==> src/rtl/sipo_pkg.sv <==
// Shared types for the framed serial-to-parallel stream (sipo_stream).
// Build option SIPO_LSB_FIRST_EN (see sipo_stream) does not affect anything here.
`ifndef SIPO_PKG_SV
`define SIPO_PKG_SV

// FIFO entry: frame-end tag above the data word, so {last,data} packs to W+1 bits.
`define SIPO_ENTRY_T(WIDTH) struct packed {logic last; logic [(WIDTH)-1:0] data;}

package sipo_pkg;

    typedef enum logic {
        IDLE  = 1'b0,
        SHIFT = 1'b1
    } state_t;

    // Occupancy counter width: must represent 0..DEPTH inclusive.
    function automatic int cnt_w(input int depth);
        return $clog2(depth) + 1;
    endfunction

endpackage

`endif

==> src/rtl/sipo_fifo.sv <==
// Show-ahead synchronous FIFO of {last,data} entries for sipo_stream.
// A push while full is accepted only when a pop happens on the same edge.
module sipo_fifo
    import sipo_pkg::*;
#(
    parameter int W     = 32,
    parameter int DEPTH = 4
) (
    input  logic         clk,
    input  logic         rst,
    input  logic         push,
    input  logic [W:0]   push_data,
    output logic         full,
    input  logic         pop,
    output logic [W:0]   head,
    output logic         empty
);

    localparam int AW    = $clog2(DEPTH);
    localparam int CNT_W = cnt_w(DEPTH);

    logic [W:0]       mem [DEPTH];
    logic [AW-1:0]    wr_ptr;
    logic [AW-1:0]    rd_ptr;
    logic [CNT_W-1:0] count;
    logic             do_push;
    logic             do_pop;

    assign full    = (count == CNT_W'(DEPTH));
    assign empty   = (count == '0);
    assign do_pop  = pop && !empty;
    // When full, the slot being written is the one being popped this edge.
    assign do_push = push && (!full || do_pop);
    assign head    = mem[rd_ptr];

    always_ff @(posedge clk) begin
        if (rst) begin
            wr_ptr <= '0;
            rd_ptr <= '0;
            count  <= '0;
            for (int i = 0; i < DEPTH; i++) begin
                mem[i] <= '0;
            end
        end else begin
            if (do_push) begin
                mem[wr_ptr] <= push_data;
                wr_ptr      <= wr_ptr + 1'b1;
            end
            if (do_pop) begin
                rd_ptr <= rd_ptr + 1'b1;
            end
            count <= count + CNT_W'(do_push) - CNT_W'(do_pop);
        end
    end

endmodule

==> src/rtl/sipo_stream.sv <==
// Framed serial stream deserialiser with FIFO-buffered ready/valid output.
// Build option SIPO_LSB_FIRST_EN: first received bit lands in m_data[0] instead of the MSB.
module sipo_stream
    import sipo_pkg::*;
#(
    parameter int W     = 32,
    parameter int DEPTH = 4
) (
    input  logic         clk,
    input  logic         rst,
    input  logic         cs,
    input  logic         sdi,
    output logic [W-1:0] m_data,
    output logic         m_last,
    output logic         m_valid,
    input  logic         m_ready,
    output logic         frag_err,
    output logic         overflow
);

    typedef `SIPO_ENTRY_T(W) entry_t;

    localparam int BW = $clog2(W);

    state_t        state;
    logic [W-1:0]  sr;
    logic [W-1:0]  sr_next;
    logic [W-1:0]  pend;
    logic          pend_v;
    logic [BW-1:0] bit_cnt;
    logic          word_done;
    logic          close;
    logic          push;
    entry_t        push_entry;
    logic [W:0]    head_raw;
    entry_t        head;
    logic          full;
    logic          empty;
    logic          pop;

    always_comb begin
`ifdef SIPO_LSB_FIRST_EN
        sr_next = {sdi, sr[W-1:1]};
`else
        sr_next = {sr[W-2:0], sdi};
`endif
    end

    assign word_done = cs && (bit_cnt == BW'(W - 1));
    assign close     = (state == SHIFT) && !cs;

    // Completed words wait in pend so the frame's final word can be tagged last at close.
    always_ff @(posedge clk) begin
        if (rst) begin
            state      <= IDLE;
            sr         <= '0;
            bit_cnt    <= '0;
            pend       <= '0;
            pend_v     <= 1'b0;
            push       <= 1'b0;
            push_entry <= '0;
            frag_err   <= 1'b0;
            overflow   <= 1'b0;
        end else begin
            push     <= 1'b0;
            frag_err <= 1'b0;

            if (push && full && !pop) begin
                overflow <= 1'b1;
            end

            case (state)
                IDLE:    if (cs)  state <= SHIFT;
                SHIFT:   if (!cs) state <= IDLE;
                default: state <= IDLE;
            endcase

            if (cs) begin
                sr <= sr_next;
                if (word_done) begin
                    bit_cnt <= '0;
                    if (pend_v) begin
                        push       <= 1'b1;
                        push_entry <= '{last: 1'b0, data: pend};
                    end
                    pend   <= sr_next;
                    pend_v <= 1'b1;
                end else begin
                    bit_cnt <= bit_cnt + 1'b1;
                end
            end else if (close) begin
                if (pend_v) begin
                    push       <= 1'b1;
                    push_entry <= '{last: 1'b1, data: pend};
                    pend_v     <= 1'b0;
                end
                frag_err <= (bit_cnt != '0);
                bit_cnt  <= '0;
            end
        end
    end

    sipo_fifo #(
        .W     (W),
        .DEPTH (DEPTH)
    ) u_fifo (
        .clk       (clk),
        .rst       (rst),
        .push      (push),
        .push_data (push_entry),
        .full      (full),
        .pop       (pop),
        .head      (head_raw),
        .empty     (empty)
    );

    assign head    = head_raw;
    assign pop     = !empty && m_ready;
    assign m_valid = !empty;
    assign m_data  = empty ? '0 : head.data;
    assign m_last  = !empty && head.last;

endmodule
==> config.mk <==
export PLATFORM = sky130hd
export DESIGN_NAME = sipo_stream
export DESIGN_NICKNAME = d
export VERILOG_FILES = /design/src/rtl/sipo_pkg.sv /design/src/rtl/sipo_fifo.sv /design/src/rtl/sipo_stream.sv
export SDC_FILE = /design/constraint.sdc
export NUM_CORES = 1
export LEC_CHECK = 0
export CORE_ASPECT_RATIO = 1.75
export CORE_MARGIN = 2
export CORE_UTILIZATION = 30
export CTS_CLUSTER_DIAMETER = 120
export DETAILED_ROUTE_END_ITERATION = 7
export GPL_ROUTABILITY_DRIVEN = 0
export PLACE_DENSITY = 0.56
export SLEW_MARGIN = 10
export SYNTH_ARGS = -nofsm -noshare
export SYNTH_HDL_FRONTEND = slang
export SYNTH_SLANG_ARGS = --single-unit
==> constraint.sdc <==
create_clock -name clk -period 4.3 [get_ports clk]
set_input_delay 0.86 -clock clk [delete_from_list [all_inputs] [get_ports clk]]
set_output_delay 0.86 -clock clk [all_outputs]
set_load 0.02 [all_outputs]
Word level (Yosys, flattened, before mapping)
Memory sizes are Yosys's and may differ from the RTL's. A register that Yosys moved wholly into a read port is not among the register bits.
Cells that the tools add are included.
{"block": "word_totals", "n_memories": 1, "wordCells": 71, "latch_bits": 0, "input_bits": 5, "out_inout_bits": 36, "regBits": 113, "rom_bits": 0, "ram_bits": 132}
{"name": "u_fifo.mem", "depth": 4, "width": 33, "rd": 1, "rd_clocked_by_memory_dff": 1, "wr": 4, "line_no": "sipo_fifo.sv:22", "text": "logic [W:0] mem [DEPTH];"}
{"block": "classes", "eq_ne": 3, "n_reduce_logical": 21, "n_lt_le_gt_ge": 0, "mux": 27, "bitwise_logic": 1, "add_sub_neg": 5, "div": 0, "shift": 0, "multipliers": 0}
{"op": "33-bit two-way mux", "n": 6}
{"op": "33-bit OR reduction", "n": 1}
{"op": "32-bit two-way mux", "n": 1}
{"op": "5-bit two-way mux", "n": 3}
{"op": "1-bit two-way mux", "n": 14}
{"op": "1-bit logical AND", "n": 8}
{"op": "2-bit two-way mux", "n": 3}
{"op": "5-bit by 1-bit adder with 5-bit output, second input constant", "n": 1}
{"op": "5-bit equality test, second input constant", "n": 1}
{"op": "5-bit nonzero test", "n": 1}
{"op": "2-bit by 1-bit adder with 2-bit output, second input constant", "n": 2}
{"op": "1-bit zero test", "n": 4}
{"op": "2-bit AND reduction", "n": 2}
{"op": "3-bit by 1-bit adder with 3-bit output", "n": 1}
{"op": "3-bit equality test, second input constant", "n": 1}
{"op": "3-bit zero test", "n": 1}
{"op": "3-bit AND reduction", "n": 1}
{"op": "3-bit OR reduction", "n": 1}
{"op": "3-bit by 1-bit subtractor with 3-bit output", "n": 1}
{"op": "2-bit by 1-bit inequality test with 1-bit output, second input constant", "n": 1}
{"op": "2-bit nonzero test", "n": 1}
{"op": "1-bit logical OR", "n": 1}
{"op": "1-bit NOT", "n": 1}

Longest topological paths before layout
Gate-level depths: netlist (run 1).
{"block": "depth", "ltp_word": 11, "mapped_depth": 9, "depth_no_buf": 9}

Modules after synthesis
From an unflattened synthesis (run 1), not the netlist that was laid out.
{"block": "hier_totals", "hier_cells": 840, "hier_area_um2": 10617.7}
{"module": "sipo_fifo", "cells_each": 367, "instances": 1, "seq_area_each_um2": 4144.0, "area_each_um2": 6239.7}
{"module": "sipo_stream", "cells_each": 473, "instances": 1, "seq_area_each_um2": 2122.0, "area_each_um2": 4377.9}

Worst setup path after synthesis (run 1)
No wires, ideal clock.
{"block": "synth_path", "path_type": "in2reg", "startpoint": "input port rst", "endpoint": "memory u_fifo.mem[1][0] (netlist name), enable pin", "stages": 4, "required_time_ns": 3.905, "slack_ns": 1.592, "setup_time_ns": 0.395, "path_buffers": 3, "arrival_time_ns": 2.313, "path_cell_list": "buf_2 > clkbuf_1 > buf_2 > nand2b_1"}
{"element": "start, declared", "line_no": "sipo_stream.sv:10", "text": "input logic rst,"}
{"element": "end, declared", "line_no": "sipo_fifo.sv:22"}

==> results of run 1 <==
flip-flops by register name, indices dropped and copies added (netlist names), named ones only:
name	count
u_fifo.rd_ptr	2
overflow	1
sr	31
push_entry	33
state	1
u_fifo.mem	132
push	1
bit_cnt	5
u_fifo.count	3
pend_v	1
u_fifo.wr_ptr	2
pend	32
frag_err	1
per-layer routing:
layer	wire [um]	up-vias	share of wire, %
met3	577	19	2.8
met2	11600	67	56
met1	7980	2865	39
met4	388	0	1.9
li1	-	2937	-
met5	0	-	0
worst max-delay path, cell delays in order (launching register included):
cell and delay, ns:
sky130_fd_sc_hd__dfxtp_2 0.50, sky130_fd_sc_hd__buf_12 0.30, sky130_fd_sc_hd__mux4_2 0.60, sky130_fd_sc_hd__nor2b_1 0.16
sky130_fd_sc_hd__clkdlybuf4s50_1 0.54
kinds of logic after synthesis:
family / share of synthesized area, %
fa+ha+maj: 0.789
compound gates: 2.86
xor+xnor: 0.335
simple gates: 19.9
buf+inv: 3.09
flops: 59.8
mux: 13.2
through the flow:
stage               instances  util [%]  setup slack [ns]  cell area (sq um)
finish                   1340      35.0             0.805              12100
global route             1340      35.0             0.689              12100
CTS                      1340      35.0             0.728              12100
detailed placement       1299      32.8             0.923              11300
global placement         1299      32.8             0.981              11300
floorplan                 842         -              1.59              10500
report_power, final:
group / switching, uW / internal [uW] / total, uW
clock network: 905 / 1190 / 2100
logic: 568 / 561 / 1130
registers: 58.2 / 2550 / 2610
total: 1530 / 4310 / 5840
cell usage in the layout (no fill, tap or decap), types with 2 or more instances in the layout:
cell type	count
sky130_fd_sc_hd__buf_4	13
sky130_fd_sc_hd__nand3_1	2
sky130_fd_sc_hd__a31o_2	2
sky130_fd_sc_hd__clkbuf_16	23
sky130_fd_sc_hd__nor3b_1	4
sky130_fd_sc_hd__xnor2_1	2
sky130_fd_sc_hd__ha_1	5
sky130_fd_sc_hd__and2_1	134
sky130_fd_sc_hd__clkinvlp_4	8
sky130_fd_sc_hd__nand2_1	69
sky130_fd_sc_hd__mux2i_1	64
sky130_fd_sc_hd__nor2b_1	30
sky130_fd_sc_hd__nor2_1	41
sky130_fd_sc_hd__and3_4	2
sky130_fd_sc_hd__clkdlybuf4s50_1	38
sky130_fd_sc_hd__or3_1	2
sky130_fd_sc_hd__xor2_1	2
sky130_fd_sc_hd__o21ai_0	3
sky130_fd_sc_hd__edfxtp_1	132
sky130_fd_sc_hd__a21oi_1	39
sky130_fd_sc_hd__a31oi_1	2
sky130_fd_sc_hd__and2b_1	7
sky130_fd_sc_hd__inv_1	11
sky130_fd_sc_hd__dfxtp_1	114
sky130_fd_sc_hd__mux4_2	33
sky130_fd_sc_hd__bufinv_16	3
sky130_fd_sc_hd__nand2b_1	67
path summary, 6_finish.rpt:
path,from,depth (start not counted),end,slack (ns)
max,flop,4,m_data[27],0.81
min,pend[21],2,pend[21],0.45
max reg2reg,bit_cnt[0],8,push_entry[7],1.88
min reg2reg,pend[21],2,pend[21],0.45
layout make-up:
type,instances,share of cell area [%]
Clock buffer,25,4.91
Multi-Input combinational cell,528,32.4
Timing Repair Buffer,53,4.17
Tap cell,460,4.77
Clock inverter,16,1.55
Sequential cell,247,51.9
Inverter,11,0.342
==> impl_metrics.yaml, run 1 <==
job:
  cap_viol_max_count: 0
yosys:
  yosys_warnings: 0
  ys_ff_latch: 247
  synth_enable_flop_cells: 132
  synthArstFlopShare_pct: 0
  synth.lib_cells_used.distinct: 44
  synth_top_area_cell: "sky130_fd_sc_hd__edfxtp_1"
  yosysTopAreaCellShare_pct: 37.9
  ys_dominant_reg_cell: "sky130_fd_sc_hd__edfxtp_1"
  count_leader_synth: "sky130_fd_sc_hd__and2_1"
  synth-seq-area-share_pct: 59.8
  synth_common_cells: "134 x sky130_fd_sc_hd__and2_1, 132 x sky130_fd_sc_hd__edfxtp_1, 115 x sky130_fd_sc_hd__dfxtp_1"
  synthTopCellsByArea: "sky130_fd_sc_hd__edfxtp_1 38%, sky130_fd_sc_hd__dfxtp_1 22%, sky130_fd_sc_hd__and2_1 8.0%"
  mappedNetlistNets: 853
  post_synth.cell_area_avg_sq_um: 12.4
  synth.cell_area_sq_mm: 0.0105
  synthCells: 842
power:
  pwr_density_cell_mw_per_mm2: 483
  total_power_uw: 5840
  power.ir.vdd_worst_uv: 213
  static-leakage-power_uw: 0.00415
cts:
  postCtsResizedCells: 0
  cts-root-to-sink-buffers: 3
  numCtsBuffers: 23
  htree_num_levels: 1
  worstSkewPairLatency_ns: 0.52
  holdBufCountCts: 0
  clk_pin_slew_ns: 0.07
  post_cts_buffers: 0
  ctsRootBufferMaster: "sky130_fd_sc_hd__clkbuf_16"
  cts_tree: "built"
  numClockSinks: 247
timing:
  finalWorstPathRequiredPeriod_ns: 3.49
  timing.fmax_mhz: 286
  max_slew_margin_pct: 37.5
  finalSetupViolations: 0
  final.hold.worst_slack_ns: 0.455
  final-max-slew-violation-count: 0
  skew_ns: 0.0105
  post-route-period-util_pct: 81.3
  final_hold_vios: 0
  unrepaired_setup_endpoints_after_global_routing: "false"
  tightest_slew_ns: 0.937
  setup_tns_ns: 0
drt:
  wl_mm: 20.5
  postRouteAntennaNets: 0
  dr.pass1.iters: 4
  drt_iter0_markers: 220
  wl_per_cell_um: 15.3
  vias_per_cell: 4.39
  route.vias.total: 5888
  final_routed_drc_violation_total: 0
grt:
  grt_pass1_wl_mm: 33.6
  grt_util_met2_pct: 23.0
  grt_util_all_layers_pct: 11.6
  globalRoute.totalOverflow: 0
  globalRouteMet1Util_pct: 12.4
  pin_count_of_the_biggest_net_entering_global_routing: 93
  number_of_antenna_violations_at_the_first_check_in_global_routing: 0
  first_global_vias: 6098
  globalRoute.busiestLayer: "met2"
  met3_usage_pct: 1.56
cells_and_area:
  area.growth.synth_to_final_pct: 15.3
  fillCellCount: 3442
  antenna_cells_inserted: 0
  ff_latch_area_sq_mm: 0.00627
  area_of_combinational_cells_with_multiple_inputs_sq_mm: 0.00391
  finalNetCount: 875
  final_layout_size_suffix_gt1_share_pct: 11.3
critical_path:
  worstSetupEndpointType: "output pin"
  critical_path_class: "reg2out"
  cp.required_ns: 3.44
  cp_max_fo: 27
  nature_of_the_critical_path_startpoint: "flop"
  crit_arrival_ns: 2.63
die:
  top_level_ports: 41
  fp.coreArea_sq_mm: 0.0345
  floorplan.die.height_um: 251
  initial_core_util_pct: 30.4
  design.die.area_sq_mm: 0.0365
  die_width_um: 145
  placementRows: 90
placement:
  dp.final_hpwl_mm: 11.9
  numPortBuffers: 40
hold_path:
  min_path_type: "reg2reg"
status:
  run_status: "finished clean"
(Power assumes the default switching activity.)
==> inputs of run 2 (changes only) <==
--- a/config.mk
+++ b/config.mk
@@ -11,7 +11,7 @@
 export CTS_CLUSTER_DIAMETER = 120
 export DETAILED_ROUTE_END_ITERATION = 7
 export GPL_ROUTABILITY_DRIVEN = 0
-export PLACE_DENSITY = 0.56
+export PLACE_DENSITY = 0.58
 export SLEW_MARGIN = 10
 export SYNTH_ARGS = -nofsm -noshare
 export SYNTH_HDL_FRONTEND = slang
==> constraint.sdc (replaced) <==
create_clock -name clk -period 3.1 [get_ports clk]
set_input_delay 0.62 -clock clk [delete_from_list [all_inputs] [get_ports clk]]
set_output_delay 0.62 -clock clk [all_outputs]
set_load 0.02 [all_outputs]
==> run 2 against run 1 <==
Effect of this change: via count up 0.54%; design area up 0.75%; critical path depth unchanged; first-iteration DRC count up 88%; wire length up 2.3%; largest power group unchanged.
==> impl_metrics.yaml, run 2 (synthesized netlist as in run 1, its figures left out) <==
status:
  run_status: "finished clean"
critical_path:
  worstSetupEndpointType: "output pin"
  crit_arrival_ns: 2.37
  endpoint_of_the_lowest_slack_register_to_register_path: "u_fifo.count[2]"
  cp_max_fo: 17
  critical_path.reg2reg.startpoint: "u_fifo.count[1]"
  nature_of_the_critical_path_startpoint: "flop"
  critical_path_class: "reg2out"
  timing.reg2reg.setup_slack_ns: 0.83
  r2r_cells: 7
  cp.required_ns: 2.48
grt:
  grt_pass1_wl_mm: 33.8
  globalRouteMet1Util_pct: 12.4
  met3_usage_pct: 1.51
  grt_util_all_layers_pct: 11.7
  number_of_antenna_violations_at_the_first_check_in_global_routing: 0
  grt_util_met2_pct: 23.5
  first_global_vias: 6090
  globalRoute.busiestLayer: "met2"
  pin_count_of_the_biggest_net_entering_global_routing: 80
  globalRoute.totalOverflow: 0
placement:
  instance_area_at_placement_sq_mm: 0.0114
  dpl_worst_slack_ns: 0.133
  dp.final_hpwl_mm: 12.2
  numPortBuffers: 40
cts:
  worstSkewPairLatency_ns: 0.52
  cts-root-to-sink-buffers: 3
  clk_pin_slew_ns: 0.07
  ctsRootBufferMaster: "sky130_fd_sc_hd__clkbuf_16"
  holdBufCountCts: 0
  cts_tree: "built"
  post_cts_buffers: 0
  numCtsBuffers: 21
  htree_num_levels: 1
  numClockSinks: 247
die:
  floorplan.die.height_um: 251
  die_width_um: 145
  placementRows: 90
  fp.coreArea_sq_mm: 0.0345
  initial_core_util_pct: 30.4
  top_level_ports: 41
  design.die.area_sq_mm: 0.0365
timing:
  smallest_setup_slack_after_layout_ns: 0.114
  final.hold.worst_slack_ns: 0.410
  finalWorstPathRequiredPeriod_ns: 2.99
  post-route-period-util_pct: 96.3
  setup_tns_ns: 0
  skew_ns: 0.0201
  final-max-slew-violation-count: 0
  unrepaired_setup_endpoints_after_global_routing: "false"
  finalSetupViolations: 0
  final_hold_vios: 0
  tightest_slew_ns: 1.23
  max_slew_margin_pct: 17.3
  timing.fmax_mhz: 335
cells_and_area:
  design_area_sq_mm: 0.0122
  area.growth.synth_to_final_pct: 16.2
  layout_commonest_cell: "sky130_fd_sc_hd__and2_1"
  largest_register: "u_fifo.mem"
  antenna_cells_inserted: 0
  layout_top_registers: "u_fifo.mem (132), push_entry (33), pend (32)"
  finalNetCount: 878
  final_layout_size_suffix_gt1_share_pct: 10.7
  final_util_pct: 35.3
  largest_reg_flops: 132
  layout_common_cells: "134 x sky130_fd_sc_hd__and2_1, 132 x sky130_fd_sc_hd__edfxtp_1, 114 x sky130_fd_sc_hd__dfxtp_1"
job:
  cap_viol_max_count: 0
hold_path:
  hold_depth: 2
  worstHoldEndpoint: "pend[19]"
  hold_start: "rst"
  min_path_type: "in2reg"
drt:
  dr.pass1.iters: 4
  drt_iter0_markers: 413
  wl_per_cell_um: 15.6
  wl_mm: 21.0
  vias_per_cell: 4.41
  final_routed_drc_violation_total: 0
  postRouteAntennaNets: 0
  route.vias.total: 5920
power:
  pwr_density_cell_mw_per_mm2: 657
  static-leakage-power_uw: 0.00445
  power.ir.vdd_worst_uv: 294
==> run 2: cell count changes in the layout (fill, tap and decap cells not counted), sizes merged <==
cell / delta
clkinvlp: -8
bufbuf: +1
clkdlybuf4s50: -16
clkbuf: +4
dlygate4sd2: +1
buf: +4
dlymetal6s2s: +15
clkinv: +1
==> run 2: metal layers <==
metal	share of wire, %	routed length [um]
met1	39	8160
met2	57	11900
met3	2.7	556
met4	1.9	401
met5	0	0
==> run 2: how the worst max path moves through the flow <==
| stage | start | endpoint | cells after the start |
|---|---|---|---|
| 2_1_floorplan | rst | u_fifo.mem[1][0] | 4 |
| 3_3_place_gp | m_ready | u_fifo.count[2] | 8 |
| 3_5_place_dp | m_ready | u_fifo.mem[1][13] | 5 |
| 4_1_cts | flop | m_data[31] | 4 |
| 5_1_grt | flop | m_data[0] | 4 |
| 6_report | flop | m_data[0] | 4 |
==> run 2: cell type report <==
| cell class | count | area (sq um) |
|---|---|---|
| repair buffers | 58 | 677 |
| inverters | 11 | 41.3 |
| well taps | 460 | 576 |
| fillers | 3409 | 22300 |
| clock inverters | 9 | 128 |
| multi-input cells | 528 | 3910 |
| flip-flops and latches | 247 | 6270 |
| clock buffers | 29 | 569 |
==> run 2: worst max-delay path, stage by stage (launching register included) <==
cell                              delay, ns
sky130_fd_sc_hd__dfxtp_2               0.36
sky130_fd_sc_hd__buf_12                0.21
sky130_fd_sc_hd__mux4_2                0.56
sky130_fd_sc_hd__and2b_1               0.18
sky130_fd_sc_hd__clkdlybuf4s50_1       0.53
==> run 2: where the power goes <==
group | internal (uW) | switching (uW) | leakage, uW
clock network | 1550 | 1170 | 0.000338
registers | 3540 | 66.1 | 0.00228
logic | 826 | 839 | 0.00182
==> run 2: what timing repair did <==
item / 4_1_cts / 5_1_grt
endpoints found under the setup margin: 6 / 15
gates resized for setup: 1 / 15
gates cloned: 1 / 0
==> run 2: per-stage QoR <==
stage / std cells / power, uW
2_1_floorplan: 842 / 4710
6_report: 1342 / 7990
5_1_grt: 1342 / 8320
3_5_place_dp: 1303 / 5360
4_1_cts: 1342 / 8140
3_3_place_gp: 1303 / 5360
==> inputs of run 3 (changes only) <==
--- a/config.mk
+++ b/config.mk
@@ -7,12 +7,12 @@
 export LEC_CHECK = 0
 export CORE_ASPECT_RATIO = 1.75
 export CORE_MARGIN = 2
-export CORE_UTILIZATION = 30
+export CORE_UTILIZATION = 55
 export CTS_CLUSTER_DIAMETER = 120
 export DETAILED_ROUTE_END_ITERATION = 7
 export GPL_ROUTABILITY_DRIVEN = 0
-export PLACE_DENSITY = 0.58
-export SLEW_MARGIN = 10
+export PLACE_DENSITY = 0.87
+export SLEW_MARGIN = 20
 export SYNTH_ARGS = -nofsm -noshare
 export SYNTH_HDL_FRONTEND = slang
 export SYNTH_SLANG_ARGS = --single-unit
==> run 3 against run 2 <==
Effect of this change: power fell by 3.0%; critical path depth stayed put; fmax shrank 2.3%; final cell count down 17%; via count rose by 2.2%; critical endpoint is now m_data[23]; highest routed layer unchanged.
==> impl_metrics.yaml, run 3 (synthesized netlist as in run 1, its figures left out) <==
cts:
  worstSkewPairLatency_ns: 0.49
  holdBufCountCts: 0
  numCtsBuffers: 20
  cts-root-to-sink-buffers: 3
  clk_pin_slew_ns: 0.07
  cts_tree: "built"
  ctsRootBufferMaster: "sky130_fd_sc_hd__clkbuf_16"
  htree_num_levels: 1
  numClockSinks: 247
timing:
  final_hold_vios: 0
  skew_ns: 0.0147
  post-route-period-util_pct: 98.6
  final-max-slew-violation-count: 0
  unrepaired_setup_endpoints_after_global_routing: "true"
  tightest_slew_ns: 0.533
  timing.fmax_mhz: 327
  finalSetupViolations: 0
  smallest_setup_slack_after_layout_ns: 0.0424
  max_slew_margin_pct: 64.5
  setup_tns_ns: 0
  finalWorstPathRequiredPeriod_ns: 3.06
  final.hold.worst_slack_ns: 0.457
critical_path:
  worstSetupEndpointType: "output pin"
  cp.required_ns: 2.48
  nature_of_the_critical_path_startpoint: "flop"
  endpoint_of_the_lowest_slack_register_to_register_path: "u_fifo.count[2]"
  r2r_cells: 7
  crit_arrival_ns: 2.44
  critical_path.reg2reg.startpoint: "u_fifo.count[1]"
  critical_path_class: "reg2out"
  timing.reg2reg.setup_slack_ns: 0.81
  cp_max_fo: 16
die:
  design.die.area_sq_mm: 0.0202
  fp.coreArea_sq_mm: 0.0187
  top_level_ports: 41
  die_width_um: 108
  placementRows: 66
  floorplan.die.height_um: 187
  initial_core_util_pct: 56.1
cells_and_area:
  finalNetCount: 877
  ff_latch_area_sq_mm: 0.00627
  final_util_pct: 63.5
  largest_reg_flops: 132
  largest_register: "u_fifo.mem"
  layout_common_cells: "134 x sky130_fd_sc_hd__and2_1, 132 x sky130_fd_sc_hd__edfxtp_1, 114 x sky130_fd_sc_hd__dfxtp_1"
  antenna_cells_inserted: 0
  layout_top_registers: "u_fifo.mem (132), push_entry (33), pend (32)"
  area.growth.synth_to_final_pct: 13.3
  area_of_combinational_cells_with_multiple_inputs_sq_mm: 0.00391
  final_cells: 1118
  fillCellCount: 1345
  layout_commonest_cell: "sky130_fd_sc_hd__and2_1"
  final_layout_size_suffix_gt1_share_pct: 10.5
drt:
  vias_per_cell: 5.41
  drt_iter0_markers: 314
  wl_mm: 19.4
  route.vias.total: 6050
  postRouteAntennaNets: 0
  wl_per_cell_um: 17.3
  final_routed_drc_violation_total: 0
  dr.pass1.iters: 4
power:
  power.share.combinational_pct: 21.2
  clkPwrFrac_pct: 32.2
  static-leakage-power_uw: 0.00444
  power.share.sequential_pct: 46.6
  p_switching_uw: 1970
  cell_internal_pwr_uw: 5780
  netSwitchingFraction_pct: 25.4
  power.ir.vdd_worst_uv: 423
  pwr_density_cell_mw_per_mm2: 654
placement:
  dp.final_hpwl_mm: 10.9
  dpl_worst_slack_ns: 0.148
  numPortBuffers: 40
  placedCellCount: 1081
hold_path:
  hold_depth: 2
  min_path_type: "reg2reg"
  worstHoldEndpoint: "pend[0]"
  hold_start: "pend[0]"
grt:
  number_of_antenna_violations_at_the_first_check_in_global_routing: 0
  pin_count_of_the_biggest_net_entering_global_routing: 141
  grt_pass1_wl_mm: 31.9
  first_global_vias: 6334
  globalRoute.totalOverflow: 0
  grt_util_all_layers_pct: 20.0
status:
  run_status: "finished clean"
job:
  cap_viol_max_count: 0
## run 3: cell types whose count changed in the layout (fill, tap and decap cells not counted), moves of 2 or more
cell                       before  now
sky130_fd_sc_hd__inv_6          2    0
sky130_fd_sc_hd__buf_4         11    9
sky130_fd_sc_hd__clkinv_2       0    3
sky130_fd_sc_hd__buf_12         7    9
## run 3: stage by stage
step	power [uW]	cell area, sq um
after floorplan	4710	10500
final	7750	11900
after CTS	7850	11800
after global routing	8040	11900
after detailed placement	5320	11100
after global placement	5270	11100
## run 3: worst max-delay path by stage
stage	endpoint	from	slack, ns	depth (start not counted)
CTS	m_data[22]	flop	0.002	4
global placement	u_fifo.count[2]	m_ready	0.19	8
global route	m_data[23]	flop	-0.02	4
finish	m_data[23]	flop	0.04	4
floorplan	u_fifo.mem[1][0]	rst	0.63	4
detailed placement	u_fifo.count[2]	m_ready	0.15	8
## run 3: critical path, cell delays in order (launching register included)
cell	delay (ns)
sky130_fd_sc_hd__dfxtp_2	0.40
sky130_fd_sc_hd__bufbuf_16	0.35
sky130_fd_sc_hd__mux4_2	0.50
sky130_fd_sc_hd__and2b_1	0.16
sky130_fd_sc_hd__clkdlybuf4s50_1	0.53
## run 3: metal layers
layer	global-route usage, %	vias up	share of wire, %
met5	0	-	0
met4	7.40	0	2.7
met3	2.13	38	4.2
met2	37.8	133	56
met1	22.7	2947	37
li1	-	2932	-
## run 3: final cells by class
| type | count | area share, % |
|---|---|---|
| clock buffer | 26 | 4.59 |
| tap | 238 | 2.51 |
| inverter | 11 | 0.348 |
| multi-input combinational | 528 | 32.9 |
| clock inverter | 10 | 0.823 |
| sequential | 247 | 52.8 |
| timing repair buffer | 58 | 5.95 |
## run 3: power by group through the flow
| stage | combinational, uW | clock, uW | sequential (uW) |
|---|---|---|---|
| 2_1_floorplan | 1070 | 0 | 3650 |
| 3_3_place_gp | 1610 | 0 | 3660 |
| 3_5_place_dp | 1640 | 0 | 3670 |
| 4_1_cts | 1700 | 2540 | 3610 |
| 5_1_grt | 1770 | 2650 | 3620 |
| 6_report | 1650 | 2500 | 3610 |
## run 3: repair_timing
item                                    CTS  global route
gates cloned                              1             0
buffers inserted                          0             0
endpoints found under the setup margin    1            17
resized for setup                         0            16
